==> config.mk <==
export PLATFORM = sky130hd
export DESIGN_NAME = circuito_exp5
export DESIGN_NICKNAME = d
export VERILOG_FILES = /design/src/rtl/circuito_exp5_pkg.sv /design/src/rtl/circuito_exp5_hexa7seg.sv /design/src/rtl/circuito_exp5.sv
export SDC_FILE = /design/constraint.sdc
export NUM_CORES = 1
export LEC_CHECK = 0
export ABC_AREA = 1
export CAP_MARGIN = 20
export CORE_ASPECT_RATIO = 0.75
export CORE_MARGIN = 10
export CORE_UTILIZATION = 50
export CTS_CLUSTER_SIZE = 20
export DETAILED_ROUTE_END_ITERATION = 8
export PLACE_DENSITY = 0.87
export SLEW_MARGIN = 30
export SYNTH_ARGS = -nofsm -noshare
export SYNTH_HDL_FRONTEND = slang
export SYNTH_SLANG_ARGS = --single-unit
==> constraint.sdc <==
create_clock -name clock -period 2.8 [get_ports clock]
set_input_delay 0.56 -clock clock [delete_from_list [all_inputs] [get_ports clock]]
set_output_delay 0.56 -clock clock [all_outputs]
set_load 0.01 [all_outputs]
==> src/rtl/circuito_exp5_pkg.sv <==
// Shared types and constants for the memory-sequence game core.
// Holds the state codes, default sizing and the fixed play sequence.
package circuito_exp5_pkg;

    typedef enum logic [3:0] {
        INICIAL     = 4'h0,
        PREPARA     = 4'h1,
        ESPERA      = 4'h3,
        REGISTRA    = 4'h4,
        COMPARA     = 4'h5,
        PROX_JOGADA = 4'h6,
        PROX_RODADA = 4'h7,
        FIM_ACERTO  = 4'hA,
        FIM_TIMEOUT = 4'hD,
        FIM_ERRO    = 4'hE
    } estado_t;

    localparam int TIMEOUT_CYCLES_DFLT = 5000;
    localparam int N_JOGADAS_DFLT      = 16;

    localparam logic [3:0] SEQ_ROM [16] = '{
        4'h1, 4'h2, 4'h4, 4'h8, 4'h4, 4'h2, 4'h1, 4'h1,
        4'h2, 4'h2, 4'h4, 4'h4, 4'h8, 4'h8, 4'h1, 4'h4
    };

    function automatic logic [3:0] rom_read(input logic [3:0] addr);
        return SEQ_ROM[addr];
    endfunction

endpackage

==> src/rtl/circuito_exp5_hexa7seg.sv <==
// Hex digit to 7-segment decoder, active-low, bit order {g,f,e,d,c,b,a}.
module hexa7seg (
    input  logic [3:0] valor,
    output logic [6:0] seg
);

    always_comb begin
        seg = 7'h7F;
        case (valor)
            4'h0: seg = 7'h40;
            4'h1: seg = 7'h79;
            4'h2: seg = 7'h24;
            4'h3: seg = 7'h30;
            4'h4: seg = 7'h19;
            4'h5: seg = 7'h12;
            4'h6: seg = 7'h02;
            4'h7: seg = 7'h78;
            4'h8: seg = 7'h00;
            4'h9: seg = 7'h10;
            4'hA: seg = 7'h08;
            4'hB: seg = 7'h03;
            4'hC: seg = 7'h46;
            4'hD: seg = 7'h21;
            4'hE: seg = 7'h06;
            4'hF: seg = 7'h0E;
            default: seg = 7'h7F;
        endcase
    end

endmodule

==> src/rtl/circuito_exp5.sv <==
// Memory-sequence game core: control FSM, datapath and 7-segment debug taps.
//
// state        | meaning
// INICIAL (0)  | idle after reset, waits for iniciar
// PREPARA (1)  | clears counters, play register and result flags
// ESPERA  (3)  | waits for a play pulse or the no-input timeout
// REGISTRA(4)  | play register settles
// COMPARA (5)  | checks play against sequence, picks next step
// PROX_JOGADA(6)| advance to next play within the round
// PROX_RODADA(7)| extend round by one, restart address
// FIM_ACERTO(A)| all rounds completed
// FIM_TIMEOUT(D)| no play within the time window
// FIM_ERRO (E) | wrong play
module circuito_exp5
    import circuito_exp5_pkg::*;
#(
    parameter int TIMEOUT_CYCLES = TIMEOUT_CYCLES_DFLT,
    parameter int N_JOGADAS      = N_JOGADAS_DFLT
) (
    input  logic       clock,
    input  logic       reset,
    input  logic       iniciar,
    input  logic [3:0] chaves,
    output logic       pronto,
    output logic       acertou,
    output logic       errou,
    output logic [3:0] leds,
    output logic       db_igual,
    output logic       db_tem_jogada,
    output logic       db_endmenorquelimite,
    output logic       db_clock,
    output logic [6:0] db_contagem,
    output logic [6:0] db_memoria,
    output logic [6:0] db_jogadafeita,
    output logic [6:0] db_limite,
    output logic [6:0] db_estado,
    output logic [6:0] db_timeout
);

    localparam int         TW       = $clog2(TIMEOUT_CYCLES);
    localparam logic [TW-1:0] TMR_LOAD = TW'(TIMEOUT_CYCLES - 1);
    localparam logic [3:0] ULTIMA   = 4'(N_JOGADAS - 1);

    estado_t       estado;
    logic [3:0]    endereco, limite, jogada;
    logic [TW-1:0] tmr;
    logic          tem_prev, timeout_flag;
    logic          tem_jogada, pulso, igual, tmr_tc;
    logic [3:0]    memoria;

    assign tem_jogada = |chaves;
    assign pulso      = tem_jogada & ~tem_prev;
    assign memoria    = rom_read(endereco);
    assign igual      = (jogada == memoria);
    assign tmr_tc     = (tmr == '0);

    always_ff @(posedge clock or negedge reset) begin
        if (!reset) begin
            estado       <= INICIAL;
            endereco     <= '0;
            limite       <= '0;
            jogada       <= '0;
            tmr          <= TMR_LOAD;
            tem_prev     <= 1'b0;
            timeout_flag <= 1'b0;
            pronto       <= 1'b0;
            acertou      <= 1'b0;
            errou        <= 1'b0;
        end else begin
            tem_prev <= tem_jogada;
            // Down-counter holds its load value outside ESPERA, so each wait gets a full window.
            if (estado != ESPERA)
                tmr <= TMR_LOAD;
            else if (!tmr_tc)
                tmr <= tmr - TW'(1);

            case (estado)
                INICIAL: if (iniciar) estado <= PREPARA;
                PREPARA: begin
                    endereco     <= '0;
                    limite       <= '0;
                    jogada       <= '0;
                    timeout_flag <= 1'b0;
                    pronto       <= 1'b0;
                    acertou      <= 1'b0;
                    errou        <= 1'b0;
                    estado       <= ESPERA;
                end
                ESPERA: begin
                    if (pulso) begin
                        jogada <= chaves;
                        estado <= REGISTRA;
                    end else if (tmr_tc) begin
                        timeout_flag <= 1'b1;
                        pronto       <= 1'b1;
                        errou        <= 1'b1;
                        estado       <= FIM_TIMEOUT;
                    end
                end
                REGISTRA: estado <= COMPARA;
                COMPARA: begin
                    if (!igual) begin
                        pronto <= 1'b1;
                        errou  <= 1'b1;
                        estado <= FIM_ERRO;
                    end else if (endereco < limite) begin
                        estado <= PROX_JOGADA;
                    end else if (limite < ULTIMA) begin
                        estado <= PROX_RODADA;
                    end else begin
                        pronto  <= 1'b1;
                        acertou <= 1'b1;
                        estado  <= FIM_ACERTO;
                    end
                end
                PROX_JOGADA: begin
                    endereco <= endereco + 4'd1;
                    estado   <= ESPERA;
                end
                PROX_RODADA: begin
                    limite   <= limite + 4'd1;
                    endereco <= '0;
                    estado   <= ESPERA;
                end
                FIM_ACERTO, FIM_ERRO, FIM_TIMEOUT: if (iniciar) estado <= PREPARA;
                default: estado <= INICIAL;
            endcase
        end
    end

    assign leds                 = chaves;
    assign db_igual             = igual;
    assign db_tem_jogada        = tem_jogada;
    assign db_endmenorquelimite = (endereco < limite);
    assign db_clock             = clock;

    hexa7seg u_seg_contagem (.valor(endereco),               .seg(db_contagem));
    hexa7seg u_seg_memoria  (.valor(memoria),                .seg(db_memoria));
    hexa7seg u_seg_jogada   (.valor(jogada),                 .seg(db_jogadafeita));
    hexa7seg u_seg_limite   (.valor(limite),                 .seg(db_limite));
    hexa7seg u_seg_estado   (.valor(4'(estado)),             .seg(db_estado));
    hexa7seg u_seg_timeout  (.valor({3'b000, timeout_flag}), .seg(db_timeout));

endmodule

# Word-level counts from Yosys, hierarchy flattened
# Memory sizes are Yosys's and may differ from the RTL's.
# Cells that the tools add are included.
# word_totals
regBits	34
latchBits	0
ram_bits	0
mem_bits_ro	736
input_bits	7
out_inout_bits	53
word_cells	92
mem_count	7
# memory_table
memory	words	word_bits	rd	rd_clocked_by_memory_dff	write_ports	line	rtl
(name not given)	16	7	1	0	0	circuito_exp5_hexa7seg.sv:9	case (valor)
(name not given)	16	7	1	0	0	circuito_exp5_hexa7seg.sv:9	
(name not given)	16	7	1	0	0	circuito_exp5_hexa7seg.sv:9	
(name not given)	16	7	1	0	0	circuito_exp5_hexa7seg.sv:9	
(name not given)	16	7	1	0	0	circuito_exp5_hexa7seg.sv:9	
(name not given)	16	7	1	0	0	circuito_exp5_hexa7seg.sv:9	
1 more memories	-	-	-	-	-	-	
# op_classes
n_addsub	3
multipliers	0
div	0
magnitude_cmp	3
eq_ne	23
shift	0
muxes	26
bitwise	3
n_reduce_logical	17
# ops
cell	n
two-way mux 4 bit	9
two-way mux 13 bit	2
case mux 4 bit (2 select lines)	3
case mux 4 bit (5 select lines)	1
equality test 4 x 3 -> 1 bit (second input constant)	4
!= test 2 bit (second input constant)	7
zero test 13 bit	1
subtractor 13 x 1 -> 13 bit (second input constant)	1
equality test 4 bit (second input constant)	3
!= test 3 bit (second input constant)	3
adder 4 x 1 -> 4 bit (second input constant)	2
AND reduction 4 bit	2
nonzero test 2 bit	4
OR reduction 4 bit	2
two-way mux 1 bit	7
case mux 1 bit (3 select lines)	2
greater-or-equal comparator 5 bit (second input constant)	1
NOT 4 -> 5 bit	1
AND reduction 5 bit	1
equality test 4 x 1 -> 1 bit (second input constant)	1
equality test 4 x 2 -> 1 bit (second input constant)	1
equality test 4 bit	1
zero test 4 bit	1
< comparator 4 bit	1
11 further kinds	14

# Longest topological paths before layout
# logic_depth
ltp_word	7
mapped_depth	13
ltp_nobuf	13

# Hierarchy
# A second synthesis with hierarchy kept.
# hier_totals
hier_cells	606
area_unflattened_um2	3915.0
# by_module_without_submodules
mod	instances	cells_each	area_per_inst_um2	seq_area_each_um2
circuito_exp5	1	309	2253.4	859.6
hexa7seg (u_seg_estado ...)	5	49	274.0	0.0
hexa7seg (u_seg_contagem)	1	52	291.5	0.0

==> impl_metrics.py <==
metrics = {
    "timing": {
        "holdWs_ps": 492,
        "max_freq_mhz": 361,
        "setup_violations": 0,
        "rsz0062_at_grt": "true",
        "finalSetupTns_ps": 0,
        "fin_skew_ps": 7.92,
        "slew_headroom": 0.671,
        "slew_viol_final": 0,
        "tightestPinTransition_ps": 489,
        "fin_crit_sh": 0.990,
        "hold_viol_final": 0,
        "layout_min_cycle_time_ps": 2770,
    },
    "place": {
        "dp_cells": 614,
        "place_hpwl_mm": 7.07,
        "placed_cell_area_mm2": 0.00400,
        "port_buffers": 56,
        "place.gp.congestion": 0.910,
    },
    "synth": {
        "yosysMostFrequentCell": "nand2_1",
        "post-synth-top-area-cell": "dfrtp_1",
        "synth.distinct_cells": 46,
        "synth_edf_count": 0,
        "synthTopCellsByArea": "dfrtp_1, ha_1, nand2_1",
        "syn_inst": 478,
        "synth_top_area_frac": 0.202,
        "synthArstFlopShare": 1.00,
        "ys_ff_latch": 34,
        "synth_warnings": 0,
        "ys_seq_area_frac": 0.257,
        "netlist_top_cells_count": "nand2_1, inv_1, nor2_1",
        "synth.avg_cell_area_um2": 7.00,
        "synth_area_mm2": 0.00335,
        "dominantRegCellSynth": "dfrtp_1",
    },
    "setup_path": {
        "path_delay_family": "buffers and inverters",
        "cp-end-kind": "output port",
        "crit_buf_inv": 3,
        "path_max_fanout": 5,
        "cp_cell_sequence": "buf_6 -> ha_1 -> ha_2 -> nand2_2 -> nand2_4 -> xor2_1 -> nor2_2 -> nand2_1 -> inv_1 -> clkdlybuf4s15_2",
        "slowest_delay_ps": 420,
        "required_ps": 2240,
        "worstSetupStartpointType": "flip-flop",
        "slowest_stage": "dfrtp_1",
        "worstPathArrival_ps": 2210,
        "crit_type": "flip-flop to output port",
    },
    "pwr": {
        "p_leak_uw": 0.00219,
        "ir_worst_vdd_v": 0.000623,
        "p_per_area_mw_per_mm2": 1060,
    },
    "drt": {
        "routed_wl_mm": 9.80,
        "antenna_left": 0,
        "vias": 3544,
        "routedWlPerCell_um": 15.3,
        "viasPerCell": 5.54,
        "drtIter0Drc": 368,
        "drc": 0,
        "first_pass_iters": 5,
    },
    "final_layout": {
        "multi_input_area_mm2": 0.00214,
        "seq_area_um2": 865,
        "finalInstanceArea_mm2": 0.00434,
        "stdcell_count": 640,
        "nets": 601,
        "areaGrowthSynthToFinish_pct": 29.7,
        "drive_gt1_frac": 0.240,
        "insertedDiodeCount": 0,
        "nFillCells": 487,
    },
    "grt": {
        "grt-ovfl-total": 0,
        "grtUsageMet1": 0.221,
        "track_usage": 0.177,
        "met2_usage": 0.280,
        "grt_pass1_vias": 3445,
        "top_usage_layer": "met2",
        "grt_max_degree": 35,
        "met3_usage": 0.0644,
        "grt_pass1_wl_mm": 16.0,
        "antenna_found_initial": 0,
    },
    "run_status": {
        "status": "finished, final reports clean",
    },
    "die": {
        "core.rowCount": 25,
        "io_pins": 60,
        "die_w_um": 114,
        "start_util": 0.522,
        "coreArea_mm2": 0.00641,
        "die_area_mm2": 0.0104,
        "die_y_um": 90.8,
    },
    "clock_tree": {
        "clk_pin_slew_ps": 70,
        "cts_tree": "yes",
        "clock_insertion_delay_worst_skew_ps": 410,
        "hold_buffers": 0,
    },
    "worst_hold_path": {
        "hp-class": "flip-flop to flip-flop",
    },
    "flow_run": {
        "max-cap-violations": 0,
    },
}
-- worst min-delay path, stage by stage (launching register included) --
cell     delay [ps]
dfstp_2         380
nand2_1          60
nand2_1          50
-- worst paths after layout --
path,startpoint,to,slack (ps),cells after the start
min in group asynchronous,reset,tmr[6],560,2
worst min-delay path,tmr[12],tmr[12],490,2
worst max register to register,endereco[0],estado[3],620,14
max in group asynchronous,reset,tmr[12],1900,2
worst max-delay path,endereco[0],db_igual,30,10
worst min register to register,tmr[12],tmr[12],490,2
-- final cells by class --
cell class                      instances  share of cell area
Clock buffer                           10              0.0309
Clock inverter                          2             0.00288
Inverter                               81              0.0718
Multi-Input combinational cell        343               0.492
Sequential cell                        34               0.199
Tap cell                               81              0.0234
Timing Repair Buffer                   89               0.180
-- state kept, by name, summed over array words and instances, names as in the netlist, 4 cells and up --
| name | count |
|---|---|
| estado | 4 |
| jogada | 4 |
| limite | 4 |
| endereco | 4 |
| tmr | 13 |
-- layer usage --
layer,vias up,share of wire
met5,-,0
met4,0,0.018
met3,26,0.099
met2,177,0.47
met1,1641,0.41
li1,1700,-
-- metrics by stage --
stage / worst slack [ps] / power, uW / util
after CTS: -71.8 / 4350 / 0.654
after detailed placement: -4.78 / 3840 / 0.623
after floorplan: 402 / 2510 / -
after global placement: 47.3 / 3720 / 0.623
final: 28.7 / 4590 / 0.677
after global routing: -70.1 / 4970 / 0.677
-- power breakdown --
| group | internal (uW) | switching, uW | total [uW] | leakage [uW] |
|---|---|---|---|---|
| Sequential | 590 | 134 | 724 | 0.000425 |
| Combinational | 1470 | 1860 | 3330 | 0.00169 |
| Clock | 313 | 225 | 537 | 0.0000727 |
| Total | 2370 | 2220 | 4590 | 0.00219 |
-- cell families after synthesis --
family,Yosys count,synth area share
and+or+nand+nor,199,0.273
AOI/OAI and AO/OA,102,0.186
buffers and inverters,102,0.140
adders and majority gates,36,0.135
DFF,34,0.257
xor gates and xnor gates,3,0.00785
other,2,0.00224
-- cells in the final DEF (no fill, tap or decap), types with 8 or more instances in the layout --
| cell type | count |
|---|---|
| clkdlybuf4s50_1 | 39 |
| inv_1 | 62 |
| nand2_2 | 13 |
| inv_2 | 16 |
| ha_1 | 27 |
| dfrtp_1 | 23 |
| nand4_1 | 10 |
| nor2_1 | 42 |
| clkbuf_8 | 9 |
| o22ai_1 | 8 |
| nand3_1 | 22 |
| nand2_1 | 88 |
| buf_4 | 32 |
| o21ai_0 | 31 |
| a21oi_1 | 25 |
-- timing repair --
item	CTS	global route
setup buffers	7	8
endpoints found under the setup margin	17	17
pin swaps	3	4
gates resized for setup	46	43
Power figures use the tool's default switching activity.
